**config.mk**
```make
export PLATFORM = sky130hd
export DESIGN_NAME = pe_array_feeder_flat
export DESIGN_NICKNAME = d
export VERILOG_FILES = /design/src/rtl/pe_array_feeder_if.sv /design/src/rtl/pe_array_feeder.sv /design/src/flat_wrapper.sv
export SDC_FILE = /design/constraint.sdc
export NUM_CORES = 1
export LEC_CHECK = 0
export CAP_MARGIN = 20
export CORE_ASPECT_RATIO = 1.1
export CORE_MARGIN = 2
export CORE_UTILIZATION = 25
export CTS_BUF_LIST = sky130_fd_sc_hd__clkbuf_4 sky130_fd_sc_hd__clkbuf_8 sky130_fd_sc_hd__clkbuf_16
export DETAILED_ROUTE_END_ITERATION = 7
export GPL_ROUTABILITY_DRIVEN = 0
export GPL_TIMING_DRIVEN = 0
export PLACE_DENSITY = 0.49
export SLEW_MARGIN = 5
export SYNTH_ARGS = -nofsm -noshare
export SYNTH_HDL_FRONTEND = slang
export SYNTH_SLANG_ARGS = --single-unit
```
**constraint.sdc**
```tcl
create_clock -name clk -period 2.1 [get_ports clk]
set_clock_uncertainty 0.2 [all_clocks]
set_input_delay 0.315 -clock clk [delete_from_list [all_inputs] [get_ports clk]]
set_output_delay 0.315 -clock clk [all_outputs]
set_load 0.01 [all_outputs]
```
**src/rtl/pe_array_feeder_if.sv**
```systemverilog
// Weight-row and activation-vector valid/ready streams into the PE array feeder.
// The master modport is the upstream source; the slave modport is the feeder.
interface pe_array_feeder_if #(
    parameter int ROWS       = 4,
    parameter int COLS       = 4,
    parameter int DATA_WIDTH = 8
);
    logic                       w_valid;
    logic                       w_ready;
    logic [COLS*DATA_WIDTH-1:0] w_data;
    logic                       a_valid;
    logic                       a_ready;
    logic [ROWS*DATA_WIDTH-1:0] a_data;
    logic                       a_last;

    modport master (
        output w_valid, w_data, a_valid, a_data, a_last,
        input  w_ready, a_ready
    );

    modport slave (
        input  w_valid, w_data, a_valid, a_data, a_last,
        output w_ready, a_ready
    );
endinterface

```
**src/rtl/pe_array_feeder.sv**
```systemverilog
// Input sequencer for the weight-stationary systolic array: loads weight rows one per beat,
// then streams activation vectors with a per-row skew, drains with zeros and pulses done.
module pe_array_feeder #(
    parameter int ROWS       = 4,
    parameter int COLS       = 4,
    parameter int DATA_WIDTH = 8
) (
    input  logic                       clk,
    input  logic                       rst,
    input  logic                       start,
    pe_array_feeder_if.slave           bus,
    output logic [ROWS-1:0]            arr_load_weight,
    output logic [COLS*DATA_WIDTH-1:0] arr_weight,
    output logic                       arr_en_compute,
    output logic [ROWS*DATA_WIDTH-1:0] arr_act,
    output logic [ROWS-1:0]            arr_act_vld,
    output logic                       busy,
    output logic                       done
);
    localparam int RW        = (ROWS > 1) ? $clog2(ROWS) : 1;
    localparam int DRAIN_CYC = ROWS + COLS - 1;
    localparam int CW        = (DRAIN_CYC > 1) ? $clog2(DRAIN_CYC) : 1;
    localparam logic [RW-1:0] LAST_ROW   = RW'(ROWS - 1);
    localparam logic [CW-1:0] LAST_DRAIN = CW'(DRAIN_CYC - 1);

    typedef enum logic [2:0] {IDLE, LOAD_W, STREAM, DRAIN, DONE} state_t;

    state_t                             state, state_nxt;
    logic   [RW-1:0]                    row_cnt;
    logic   [CW-1:0]                    drain_cnt;
    logic                               w_acc, a_acc;
    logic   [ROWS-1:0][DATA_WIDTH-1:0]  lane_in;

    assign w_acc = bus.w_valid && (state == LOAD_W);
    assign a_acc = bus.a_valid && (state == STREAM);

    always_ff @(posedge clk) begin
        if (rst) state <= IDLE;
        else     state <= state_nxt;
    end

    always_comb begin
        state_nxt   = state;
        bus.w_ready = 1'b0;
        bus.a_ready = 1'b0;
        busy        = (state != IDLE);
        done        = 1'b0;
        case (state)
            IDLE:   if (start) state_nxt = LOAD_W;
            LOAD_W: begin
                bus.w_ready = 1'b1;
                if (w_acc && row_cnt == LAST_ROW) state_nxt = STREAM;
            end
            STREAM: begin
                bus.a_ready = 1'b1;
                if (a_acc && bus.a_last) state_nxt = DRAIN;
            end
            DRAIN:  if (drain_cnt == LAST_DRAIN) state_nxt = DONE;
            DONE: begin
                done      = 1'b1;
                state_nxt = IDLE;
            end
            default: state_nxt = IDLE;
        endcase
    end

    always_ff @(posedge clk) begin
        if (rst) begin
            row_cnt         <= '0;
            drain_cnt       <= '0;
            arr_load_weight <= '0;
            arr_weight      <= '0;
            arr_en_compute  <= 1'b0;
        end else begin
            // Compute enable covers exactly the STREAM and DRAIN cycles.
            arr_en_compute  <= (state_nxt == STREAM) || (state_nxt == DRAIN);
            arr_load_weight <= '0;
            if (state == IDLE && start) row_cnt <= '0;
            if (w_acc) begin
                arr_load_weight <= ROWS'(1) << row_cnt;
                arr_weight      <= bus.w_data;
                row_cnt         <= row_cnt + RW'(1);
            end
            if (a_acc && bus.a_last) drain_cnt <= '0;
            else if (state == DRAIN) drain_cnt <= drain_cnt + CW'(1);
        end
    end

    // Non-accept cycles inject zero bubbles so the array sees clean zeros.
    assign lane_in = a_acc ? bus.a_data : '0;

    for (genvar r = 0; r < ROWS; r++) begin : g_lane
        // Lane r: r skew registers plus the output register, r+1 stages in total.
        logic [r:0][DATA_WIDTH-1:0] data_pipe;
        logic [r:0]                 vld_pipe;

        always_ff @(posedge clk) begin
            if (rst) begin
                data_pipe <= '0;
                vld_pipe  <= '0;
            end else begin
                data_pipe[0] <= lane_in[r];
                vld_pipe[0]  <= a_acc;
                for (int i = 1; i <= r; i++) begin
                    data_pipe[i] <= data_pipe[i-1];
                    vld_pipe[i]  <= vld_pipe[i-1];
                end
            end
        end

        assign arr_act[r*DATA_WIDTH +: DATA_WIDTH] = data_pipe[r];
        assign arr_act_vld[r]                      = vld_pipe[r];
    end
endmodule

```
**src/flat_wrapper.sv**
```systemverilog
// flat-port wrapper written by rule: the top's interface ports become plain ports
module pe_array_feeder_flat 
#(
    parameter int ROWS       = 4,
    parameter int COLS       = 4,
    parameter int DATA_WIDTH = 8
)
  (clk, rst, start, arr_load_weight, arr_weight, arr_en_compute, arr_act, arr_act_vld, busy, done, bus_w_valid, bus_w_data, bus_a_valid, bus_a_data, bus_a_last, bus_w_ready, bus_a_ready);
  pe_array_feeder_if #(.ROWS(ROWS), .COLS(COLS), .DATA_WIDTH(DATA_WIDTH)) bus_i ();
  input  logic clk;
  input  logic rst;
  input  logic start;
  output logic [ROWS-1:0] arr_load_weight;
  output logic [COLS*DATA_WIDTH-1:0] arr_weight;
  output logic arr_en_compute;
  output logic [ROWS*DATA_WIDTH-1:0] arr_act;
  output logic [ROWS-1:0] arr_act_vld;
  output logic busy;
  output logic done;
  input wire logic [$bits(bus_i.w_valid)-1:0] bus_w_valid;
  input wire logic [$bits(bus_i.w_data)-1:0] bus_w_data;
  input wire logic [$bits(bus_i.a_valid)-1:0] bus_a_valid;
  input wire logic [$bits(bus_i.a_data)-1:0] bus_a_data;
  input wire logic [$bits(bus_i.a_last)-1:0] bus_a_last;
  output wire logic [$bits(bus_i.w_ready)-1:0] bus_w_ready;
  output wire logic [$bits(bus_i.a_ready)-1:0] bus_a_ready;
  assign bus_i.w_valid = bus_w_valid;
  assign bus_i.w_data = bus_w_data;
  assign bus_i.a_valid = bus_a_valid;
  assign bus_i.a_data = bus_a_data;
  assign bus_i.a_last = bus_a_last;
  assign bus_w_ready = bus_i.w_ready;
  assign bus_a_ready = bus_i.a_ready;
  pe_array_feeder #(.ROWS(ROWS), .COLS(COLS), .DATA_WIDTH(DATA_WIDTH)) u_core (.clk(clk), .rst(rst), .start(start), .bus(bus_i), .arr_load_weight(arr_load_weight), .arr_weight(arr_weight), .arr_en_compute(arr_en_compute), .arr_act(arr_act), .arr_act_vld(arr_act_vld), .busy(busy), .done(done));
endmodule
```
==> results.json <==
{
  "startpoint_type": "register",
  "dp.cells": 751,
  "cts.sinks": 129,
  "synth_nets": 474,
  "end_kind": "output port",
  "hold_viol": 0,
  "synth_flop_cell": "dfxtp_1",
  "htreeDepth": 4,
  "cp_max_fo": 10,
  "drt_iter0_drc": 69,
  "start_util_pct": 25.4,
  "syn_area_per_cell_um2": 10.3,
  "vias": 3060,
  "p_per_area_mw_per_mm2": 893,
  "grt_max_degree": 17,
  "drtAntennaViolNets": 0,
  "ys_ff_latch": 129,
  "max_stage_delay_ps": 340,
  "syn_to_final_growth_pct": 56.1,
  "cp.arrival_ps": 1490,
  "syn_inst": 401,
  "crit_chain": "buf_4, or3_1, clkdlybuf4s15_1",
  "ys_types": 35,
  "worstSkewPairLatency_ps": 410,
  "rsz0062_at_grt": "false",
  "viasPerCell": 3.91,
  "async_reset_ff_share_pct": 0,
  "numCtsBuffers": 17,
  "fp.dieW_um": 127,
  "num_rows": 49,
  "cts_root_buf": "clkbuf_16",
  "cpMaxStageDelayCell": "or3_1",
  "required_ps": 1580,
  "synth_edf_count": 0,
  "cts_tree": "yes",
  "grt_pass1_wl_um": 15000,
  "io_pins": 147,
  "netlist_area_mm2": 0.00415,
  "slew_violations": 0,
  "seqCellArea_mm2": 0.00258,
  "path_clk_slew_ps": 60,
  "hold_path.class": "reg -> reg",
  "regToRegSetupSlack_ps": 560,
  "final_cells": 783,
  "crit_type": "reg -> out",
  "irDropWorstVdd_mv": 0.540,
  "setup_viol": 0,
  "routedWlPerCell_um": 11.8,
  "first_pass_iters": 4,
  "die_y_um": 139,
  "antenna_found_initial": 0,
  "post_cts_resized": 5,
  "synth.area.top_cells": "dfxtp_1, nor2b_1, nand2_1",
  "drv_cap": 0,
  "timing.final.crit_share_pct": 95.6,
  "multiInputGateArea_mm2": 0.00124,
  "cts_max_path_buffers": 2,
  "antenna_cells": 0,
  "synth_most_common_cell": "dfxtp_1",
  "fillerInstances": 1618,
  "drive_above_1_share_pct": 13.5,
  "cts-hold-fix-buffers": 0,
  "die_area_mm2": 0.0176,
  "max_freq_ghz": 0.498,
  "cts_setup_buffers": 0,
  "grt_pass1_vias": 3104,
  "io_buffers": 146,
  "netlist.top_cell.by_area": "dfxtp_1",
  "route.detailed.drc": 0,
  "maxSlewHeadroom_pct": 61.9,
  "dp.final_hpwl_um": 6710,
  "power.leakage_nw": 2.51,
  "grt_usage_pct": 10.9,
  "worst_pin_slew_ps": 571,
  "synth_warnings": 0,
  "gr-total-overflow": 0,
  "drt-total-wl_um": 9280,
  "synth_top_area_share_pct": 62.3,
  "status": "finished clean",
  "nets": 639,
  "synth_common_cells": "dfxtp_1, nand2_1, nor2b_1",
  "period_needed_ps": 2010,
  "core_area_mm2": 0.0163,
  "yosysSeqAreaShare_pct": 62.3,
  "final_util_pct": 39.7
}
-- power breakdown --
part,internal [mW],switching (mW)
combinational,0.196,0.126
clock,1.85,1.11
sequential,2.48,0.0157
-- through the flow --
stage / worst slack, ps / setup TNS (ps) / area [µm²] / hold slack [ps] / power (mW)
4_1_cts: 25.4 / 0 / 6470 / 232 / 5.87
6_report: 92.0 / 0 / 6470 / 232 / 5.78
3_5_place_dp: -287 / -9930 / 5860 / 220 / 2.87
3_3_place_gp: -241 / -8600 / 5860 / 217 / 2.87
5_1_grt: 24.3 / 0 / 6470 / 238 / 6.01
2_1_floorplan: 666 / 0 / 4150 / 214 / 2.65
-- worst max-delay path: cells and delay by family (launching register included) --
| family | cells | cell delay [ps] |
|---|---|---|
| flip-flops | 1 | 330 |
| buffers and inverters | 2 | 410 |
| AND/OR/NAND/NOR | 1 | 340 |
-- cells in the final DEF, fill, tap and decap left out, types with 4 or more instances in the layout --
| cell type | netlist | routed |
|---|---|---|
| clkdlybuf4s50_1 | 0 | 142 |
| dfxtp_1 | 129 | 128 |
| nand2_1 | 69 | 69 |
| nor2b_1 | 51 | 51 |
| a21oi_1 | 34 | 34 |
| and2_1 | 32 | 32 |
| buf_4 | 30 | 31 |
| clkbuf_16 | 0 | 17 |
| clkbuf_1 | 9 | 9 |
| buf_2 | 7 | 6 |
| nor3b_1 | 4 | 4 |
| inv_6 | 0 | 4 |
-- sequential cells by signal (all words and copies together) (netlist names) --
register	count
u_core.row_cnt	2
u_core.arr_weight	32
u_core.arr_load_weight	4
u_core.state	3
u_core.arr_en_compute	1
u_core.g_lane.vld_pipe	4
u_core.arr_act	24
u_core.g_lane.data_pipe	56
u_core.drain_cnt	3
-- metal layers --
| metal | wire (µm) | up-vias | GRT usage (%) | part of all wire [%] |
|---|---|---|---|---|
| met5 | 0 | - | 0 | 0 |
| met4 | 131 | 0 | 4.45 | 1.4 |
| met3 | 1100 | 13 | 6.56 | 12 |
| met2 | 3920 | 136 | 16.2 | 42 |
| met1 | 4130 | 1327 | 12.6 | 45 |
| li1 | - | 1584 | - | - |
-- area by class of cell --
| type | instances | area share, % |
|---|---|---|
| sequential | 129 | 39.9 |
| buffer | 49 | 4.91 |
| clock buffer | 20 | 7.12 |
| multi-input combinational | 222 | 19.2 |
| tap | 204 | 3.95 |
| clock inverter | 12 | 2.28 |
| inverter | 1 | 0.0580 |
| timing repair buffer | 146 | 22.5 |
-- kinds of logic (layout without fill, tap and decap cells) --
kind of cell    count (synthesis)  count (layout)  share of synthesized area [%]
compound gates                 39              39                           5.01
fa+ha+maj                       3               3                          0.906
buf+inv                        50             228                           7.70
simple gates                  178             178                           23.7
xor+xnor                        2               2                          0.423
flops                         129             129                           62.3
-- final timing paths --
| kind | startpoint | cells past startpoint | endpoint |
|---|---|---|---|
| worst min-delay path | u_core.g_lane[2].data_pipe[7]$_SDFF_PP0_ | 1 | u_core.g_lane[2].data_pipe[15]$_SDFF_PP0_ |
| worst max register to register | u_core.state[0]$_SDFF_PP0_ | 4 | u_core.row_cnt[1]$_SDFFE_PP0P_ |
| worst min register to register | u_core.g_lane[2].data_pipe[7]$_SDFF_PP0_ | 1 | u_core.g_lane[2].data_pipe[15]$_SDFF_PP0_ |
| worst max-delay path | u_core.state[0]$_SDFF_PP0_ | 3 | busy |
No activity file was read; power rests on OpenSTA's default activity.
